**src/rtl/axi_lite_pkg.sv**
```systemverilog
// axi_lite_pkg
// Shared definitions for the AXI4-Lite register slave:
//   - AXI response codes (EXOKAY 2'b01 and DECERR 2'b11 are reserved, not used)
//   - write and read handshake state encodings
//   - ADDR_LSB: byte-address bits below the 32-bit word index
package axi_lite_pkg;

    localparam logic [1:0] RESP_OKAY   = 2'b00;
    localparam logic [1:0] RESP_SLVERR = 2'b10;

    localparam int ADDR_LSB = 2;

    typedef enum logic {
        W_IDLE,
        W_RESP
    } wstate_t;

    typedef enum logic {
        R_IDLE,
        R_DATA
    } rstate_t;

endpackage

```
**src/rtl/axi_lite_regfile.sv**
```systemverilog
// axi_lite_regfile
// Bank of NUM_REGS registers with one byte-strobed write port, one
// combinational read port and a flattened export of every register.
// Ports:
//   clk, rst    clock, synchronous active-high reset (clears all registers)
//   we          write enable for this cycle
//   widx        register index written
//   wdata/wstrb write data and byte-lane enables
//   ridx        register index read
//   rdata       combinational read data
//   regs_flat   register i at bits [i*DATA_WIDTH +: DATA_WIDTH]
module axi_lite_regfile #(
    parameter int NUM_REGS   = 8,
    parameter int DATA_WIDTH = 32,
    parameter int IDX_W      = $clog2(NUM_REGS)
) (
    input  logic                           clk,
    input  logic                           rst,
    input  logic                           we,
    input  logic [IDX_W-1:0]               widx,
    input  logic [DATA_WIDTH-1:0]          wdata,
    input  logic [DATA_WIDTH/8-1:0]        wstrb,
    input  logic [IDX_W-1:0]               ridx,
    output logic [DATA_WIDTH-1:0]          rdata,
    output logic [NUM_REGS*DATA_WIDTH-1:0] regs_flat
);

    logic [DATA_WIDTH-1:0] regs [NUM_REGS];

    // Only the byte lanes with a set strobe are overwritten; the rest keep
    // their previous contents.
    always_ff @(posedge clk) begin
        if (rst) begin
            for (int i = 0; i < NUM_REGS; i++) begin
                regs[i] <= '0;
            end
        end else if (we) begin
            for (int b = 0; b < DATA_WIDTH/8; b++) begin
                if (wstrb[b]) begin
                    regs[widx][b*8 +: 8] <= wdata[b*8 +: 8];
                end
            end
        end
    end

    // Read returns the pre-write value during a commit cycle, which gives
    // the "old value wins" behaviour for a simultaneous read and write.
    assign rdata = regs[ridx];

    for (genvar g = 0; g < NUM_REGS; g++) begin : g_flat
        assign regs_flat[g*DATA_WIDTH +: DATA_WIDTH] = regs[g];
    end

endmodule

```
**src/rtl/axi_lite_slave_regs.sv**
```systemverilog
// axi_lite_slave_regs
// AXI4-Lite slave terminating single-beat reads and writes into a bank of
// NUM_REGS 32-bit registers. One outstanding transaction per direction;
// the read and write paths run independently.
// Ports:
//   clk, rst                      clock, synchronous active-high reset
//   aw*/w*/b*                     write address, data and response channels
//   ar*/r*                        read address and data channels
//   regs_flat                     all register contents, reg i at [i*32 +: 32]
//   wr_pulse                      one-cycle pulse on the register just written
module axi_lite_slave_regs
    import axi_lite_pkg::*;
#(
    parameter int ADDR_WIDTH = 32,
    parameter int DATA_WIDTH = 32,
    parameter int NUM_REGS   = 8
) (
    input  logic                           clk,
    input  logic                           rst,
    input  logic [ADDR_WIDTH-1:0]          awaddr,
    input  logic                           awvalid,
    output logic                           awready,
    input  logic [DATA_WIDTH-1:0]          wdata,
    input  logic [DATA_WIDTH/8-1:0]        wstrb,
    input  logic                           wvalid,
    output logic                           wready,
    output logic [1:0]                     bresp,
    output logic                           bvalid,
    input  logic                           bready,
    input  logic [ADDR_WIDTH-1:0]          araddr,
    input  logic                           arvalid,
    output logic                           arready,
    output logic [DATA_WIDTH-1:0]          rdata,
    output logic [1:0]                     rresp,
    output logic                           rvalid,
    input  logic                           rready,
    output logic [NUM_REGS*DATA_WIDTH-1:0] regs_flat,
    output logic [NUM_REGS-1:0]            wr_pulse
);

    localparam int IDX_W  = $clog2(NUM_REGS);
    localparam int STRB_W = DATA_WIDTH / 8;

    // Anything at or above NUM_REGS*4 has a nonzero bit above the word index.
    function automatic logic addr_in_range(input logic [ADDR_WIDTH-1:0] a);
        return (a >> (ADDR_LSB + IDX_W)) == '0;
    endfunction

    // Byte offset within a word carries no meaning for 32-bit registers.
    logic unused_low_bits;
    assign unused_low_bits = ^{awaddr[ADDR_LSB-1:0], araddr[ADDR_LSB-1:0]};

    wstate_t               w_state, w_state_next;
    rstate_t               r_state, r_state_next;

    logic                  aw_held, w_held;
    logic [IDX_W-1:0]      aw_idx_q;
    logic                  aw_ok_q;
    logic [DATA_WIDTH-1:0] w_data_q;
    logic [STRB_W-1:0]     w_strb_q;

    logic                  commit;
    logic                  rf_we;
    logic [DATA_WIDTH-1:0] rf_rdata;

    // Commit happens in the first cycle where both halves of the write are held.
    assign commit = (w_state == W_IDLE) && aw_held && w_held;
    assign rf_we  = commit && aw_ok_q;

    axi_lite_regfile #(
        .NUM_REGS   (NUM_REGS),
        .DATA_WIDTH (DATA_WIDTH),
        .IDX_W      (IDX_W)
    ) u_regfile (
        .clk       (clk),
        .rst       (rst),
        .we        (rf_we),
        .widx      (aw_idx_q),
        .wdata     (w_data_q),
        .wstrb     (w_strb_q),
        .ridx      (araddr[ADDR_LSB +: IDX_W]),
        .rdata     (rf_rdata),
        .regs_flat (regs_flat)
    );

    // ---------------- write path ----------------

    always_ff @(posedge clk) begin
        if (rst) begin
            w_state <= W_IDLE;
        end else begin
            w_state <= w_state_next;
        end
    end

    always_comb begin
        w_state_next = w_state;
        case (w_state)
            W_IDLE:  if (commit)           w_state_next = W_RESP;
            W_RESP:  if (bvalid && bready) w_state_next = W_IDLE;
            default: w_state_next = W_IDLE;
        endcase
    end

    // AW and W are captured independently; each ready drops once its own
    // channel is held and comes back only after the B handshake.
    always_ff @(posedge clk) begin
        if (rst) begin
            aw_held  <= 1'b0;
            w_held   <= 1'b0;
            aw_idx_q <= '0;
            aw_ok_q  <= 1'b0;
            w_data_q <= '0;
            w_strb_q <= '0;
            awready  <= 1'b0;
            wready   <= 1'b0;
            bvalid   <= 1'b0;
            bresp    <= RESP_OKAY;
            wr_pulse <= '0;
        end else begin
            wr_pulse <= '0;
            case (w_state)
                W_IDLE: begin
                    if (commit) begin
                        aw_held <= 1'b0;
                        w_held  <= 1'b0;
                        bvalid  <= 1'b1;
                        if (aw_ok_q) begin
                            bresp    <= RESP_OKAY;
                            wr_pulse <= NUM_REGS'(1) << aw_idx_q;
                        end else begin
                            bresp    <= RESP_SLVERR;
                        end
                    end else begin
                        if (awvalid && awready) begin
                            aw_held  <= 1'b1;
                            aw_idx_q <= awaddr[ADDR_LSB +: IDX_W];
                            aw_ok_q  <= addr_in_range(awaddr);
                            awready  <= 1'b0;
                        end else if (!aw_held) begin
                            awready  <= 1'b1;
                        end
                        if (wvalid && wready) begin
                            w_held   <= 1'b1;
                            w_data_q <= wdata;
                            w_strb_q <= wstrb;
                            wready   <= 1'b0;
                        end else if (!w_held) begin
                            wready   <= 1'b1;
                        end
                    end
                end
                W_RESP: begin
                    if (bvalid && bready) begin
                        bvalid  <= 1'b0;
                        awready <= 1'b1;
                        wready  <= 1'b1;
                    end
                end
                default: ;
            endcase
        end
    end

    // ---------------- read path ----------------

    always_ff @(posedge clk) begin
        if (rst) begin
            r_state <= R_IDLE;
        end else begin
            r_state <= r_state_next;
        end
    end

    always_comb begin
        r_state_next = r_state;
        case (r_state)
            R_IDLE:  if (arvalid && arready) r_state_next = R_DATA;
            R_DATA:  if (rready)             r_state_next = R_IDLE;
            default: r_state_next = R_IDLE;
        endcase
    end

    // Read data is registered at the AR handshake and held until accepted.
    always_ff @(posedge clk) begin
        if (rst) begin
            arready <= 1'b0;
            rvalid  <= 1'b0;
            rdata   <= '0;
            rresp   <= RESP_OKAY;
        end else begin
            case (r_state)
                R_IDLE: begin
                    if (arvalid && arready) begin
                        arready <= 1'b0;
                        rvalid  <= 1'b1;
                        if (addr_in_range(araddr)) begin
                            rdata <= rf_rdata;
                            rresp <= RESP_OKAY;
                        end else begin
                            rdata <= '0;
                            rresp <= RESP_SLVERR;
                        end
                    end else begin
                        arready <= 1'b1;
                    end
                end
                R_DATA: begin
                    if (rready) begin
                        rvalid  <= 1'b0;
                        arready <= 1'b1;
                    end
                end
                default: ;
            endcase
        end
    end

endmodule

```
**config.mk**
```make
export PLATFORM = sky130hd
export DESIGN_NAME = axi_lite_slave_regs
export DESIGN_NICKNAME = d
export VERILOG_FILES = /design/src/rtl/axi_lite_pkg.sv /design/src/rtl/axi_lite_regfile.sv /design/src/rtl/axi_lite_slave_regs.sv
export SDC_FILE = /design/constraint.sdc
export NUM_CORES = 1
export LEC_CHECK = 0
export CORE_AREA = 2 2 181 183
export CTS_CLUSTER_SIZE = 8
export DETAILED_ROUTE_END_ITERATION = 6
export DIE_AREA = 0 0 183 185
export MAX_ROUTING_LAYER = met4
export PLACE_DENSITY = 0.77
export SLEW_MARGIN = 20
export SYNTH_ARGS = -nofsm -noshare
export SYNTH_HDL_FRONTEND = slang
export SYNTH_HIERARCHICAL = 1
export SYNTH_SLANG_ARGS = --single-unit
```
**constraint.sdc**
```tcl
create_clock -name clk -period 2.8 [get_ports clk]
set_input_delay 0.56 -clock clk [delete_from_list [all_inputs] [get_ports clk]]
set_output_delay 0.56 -clock clk [all_outputs]
set_load 0.02 [all_outputs]
```
==> qor.yml <==
placement:
  dpl_cell_area_um2: 20060
  dpl.hpwl_um: 35090
  gp_congestion: 0.9583
  placed_cells_incl_taps: 1939
  port_buffers: 405
clocking:
  cts_tree: "built"
  clock_sinks: 347
  postCtsHoldBufs: 0
  cts-resized-gates: 0
  path_clk_slew_ns: 0.05
  numCtsBuffers: 49
  cts_buffer_depth: 3
  cts_htree_levels: 2
  clkLatencyLatePin_ns: 0.53
  postCtsSetupRepairBufs: 0
  ctsRootBufferMaster: "clkbuf_16"
timing:
  min_period_ns: 2.444
  finalCritPeriodShare: 0.8728
  tightest_slew_ns: 0.9402
  max_freq_ghz: 0.4092
  setup_tns_ns: 0
  maxSlewHeadroom: 0.3719
  slew_viol_final: 0
  rsz0062_at_grt: "false"
  final_hold_viol_count: 0
  finalSetupViolCount: 0
  skew_ns: 0.01679
global_routing:
  antenna_found_initial: 9
  first_global_vias: 11890
  gr-total-overflow: 0
  groute.usage.overall: 0.2938
  grt_first_pass_wirelength_um: 72370
  grt_max_degree: 66
logic_synthesis:
  netlist_area_um2: 15520
  synthTopCellsByArea: "edfxtp_1 50%, dfxtp_1 12%, nor3_1 8.4%"
  synth.top_cell.area_share: 0.4952
  synth_cell_types: 43
  avgSynthCellArea_um2: 13.15
  yosysTopAreaCell: "edfxtp_1"
  ys_seq_area_frac: 0.6125
  synth-seq-cells: 347
  netlist_instances: 1181
  ys_warn_count: 6
route:
  wl_per_cell_um: 24.30
  drtAntennaViolNets: 0
  vias: 12160
  viasPerCell: 5.971
  dr.pass1.iters: 5
  drc: 0
  routed_wl_um: 49510
  drt_iter0_markers: 1323
power_and_ir_drop:
  vdd_drop_max_mv: 0.4248
  power_density_nw_per_um2: 585.0
  leakagePower_nw: 7.155
  power_mw: 12.55
final_layout:
  nNetsFinal: 1689
  drive_above_1_share: 0.1444
  postLayoutCellArea_um2: 21460
  stdcell_count: 2037
  area_delta_synth_final_pct: 38.23
  final_core_util: 0.6698
hold_path:
  whs_path_depth: 2
  worst_hold_path_type: "input pin to flop"
floorplan:
  initial_core_util: 0.4845
  pin_count: 412
  die_y_um: 185
  die_w_um: 183
  die_area_um2: 33860
  core_um2: 32040
  num_rows: 66
setup_path:
  cpPeakStageDelay_ns: 0.81
  worst-endpoint-arrival_ns: 2.59
  required_ns: 2.95
  slowest_stage: "o21bai_1"
  r2r_cells: 4
  cp-start-kind: "flop"
  path_class: "flop to flop"
  end_kind: "flop"
  cp_max_fo: 10
  worstPathCellList: "and3b_2, and2_1, nand4b_1, o21bai_1"
status:
  outcome: "finished clean"
job:
  cap_viol_max_count: 0
-- synth_stat cells (all sizes together) --
cell and n:
nand2b 8, buf 55, o41ai 1, o221a 1
mux2i 2, nand2 36, mux4 64, o21bai 32
nor2 11, a211oi 3, o21ai 40, and2 1
a21bo 1, nor2b 1, conb 1, nand4b 4
a21oi 45, dfxtp 91, mux2 32, inv 1
clkbuf 68, o31ai 32, nand4bb 4, or2 1
edfxtp 256, nor3 260, and3b 4, nand3 73
clkinv 32, nand4 3, nor4 13, nand3b 5
-- power breakdown --
part           leakage, nW  internal, mW  switching (mW)  total (mW)
clock                0.650          3.26            2.07        5.33
sequential            3.38          5.68           0.132        5.82
combinational         3.12         0.641           0.764        1.40
total                 7.16          9.59            2.97        12.6
-- area by class of cell --
| type | instances | area [µm²] |
|---|---|---|
| Fill cell | 2317 | 10580 |
| Sequential cell | 347 | 9509 |
| Multi-Input combinational cell | 679 | 5308 |
| Timing Repair Buffer | 472 | 4604 |
| Clock buffer | 88 | 1373 |
| Tap cell | 408 | 510.5 |
| Inverter | 33 | 125.1 |
| Antenna cell | 9 | 22.52 |
| Clock inverter | 1 | 7.507 |
-- worst paths after layout --
path | start | to | slack, ns
setup / recovery | w_state | u_regfile/regs[3][29] | 0.36
hold / removal | rst | w_strb_q[3] | 0.45
setup reg to reg | w_state | u_regfile/regs[3][29] | 0.36
hold reg to reg | rdata[26] | rdata[26] | 0.47
-- layer usage --
layer,track usage,part of all wire,vias to the layer above
li1,-,-,5379
met2,0.4820,0.49,780
met5,-,0,-
met3,0.06193,0.10,108
met1,0.3690,0.38,5895
met4,0.09216,0.028,0
-- metrics by stage --
stage | worst slack (ns) | hold WS, ns
2_1_floorplan | 0.2394 | 0.4430
3_3_place_gp | 0.4506 | 0.4479
3_5_place_dp | 0.3931 | 0.4596
4_1_cts | 0.4035 | 0.4280
5_1_grt | 0.2417 | 0.4437
6_report | 0.3562 | 0.4456
-- registers in the layout (all words and copies together), names as in the netlist, 3 cells and up --
name,count
u_regfile/regs,256
rdata,32
w_data_q,32
wr_pulse,8
w_strb_q,4
aw_idx_q,3
-- worst max-delay path, delay by kind of cell, from the launching register on --
family | cells | cell delay (ns)
AOI/OAI and AO/OA | 1 | 0.81
and+or+nand+nor | 3 | 0.89
DFF | 1 | 0.37
-- cells in the final DEF (no fill, tap or decap), types with 30 or more instances in the layout --
master / instances
a21oi_1: 45
buf_4: 64
clkbuf_1: 39
clkbuf_16: 49
clkdlybuf4s50_1: 401
clkinv_1: 32
dfxtp_1: 91
edfxtp_1: 256
mux4_2: 37
nand2_1: 35
nand3_1: 73
nor3_1: 260
o21bai_1: 32
o31ai_2: 30
-- logic make-up (layout without fill, tap and decap cells) --
| family | Yosys count | in the layout | synth area share |
|---|---|---|---|
| AOI/OAI and AO/OA | 155 | 155 | 0.07141 |
| buffers and inverters | 156 | 594 | 0.04650 |
| DFF | 347 | 347 | 0.6125 |
| muxes | 98 | 98 | 0.1275 |
| other | 1 | 11 | 0.0002415 |
| and+or+nand+nor | 424 | 424 | 0.1418 |
No activity file was read; power rests on OpenSTA's default activity.
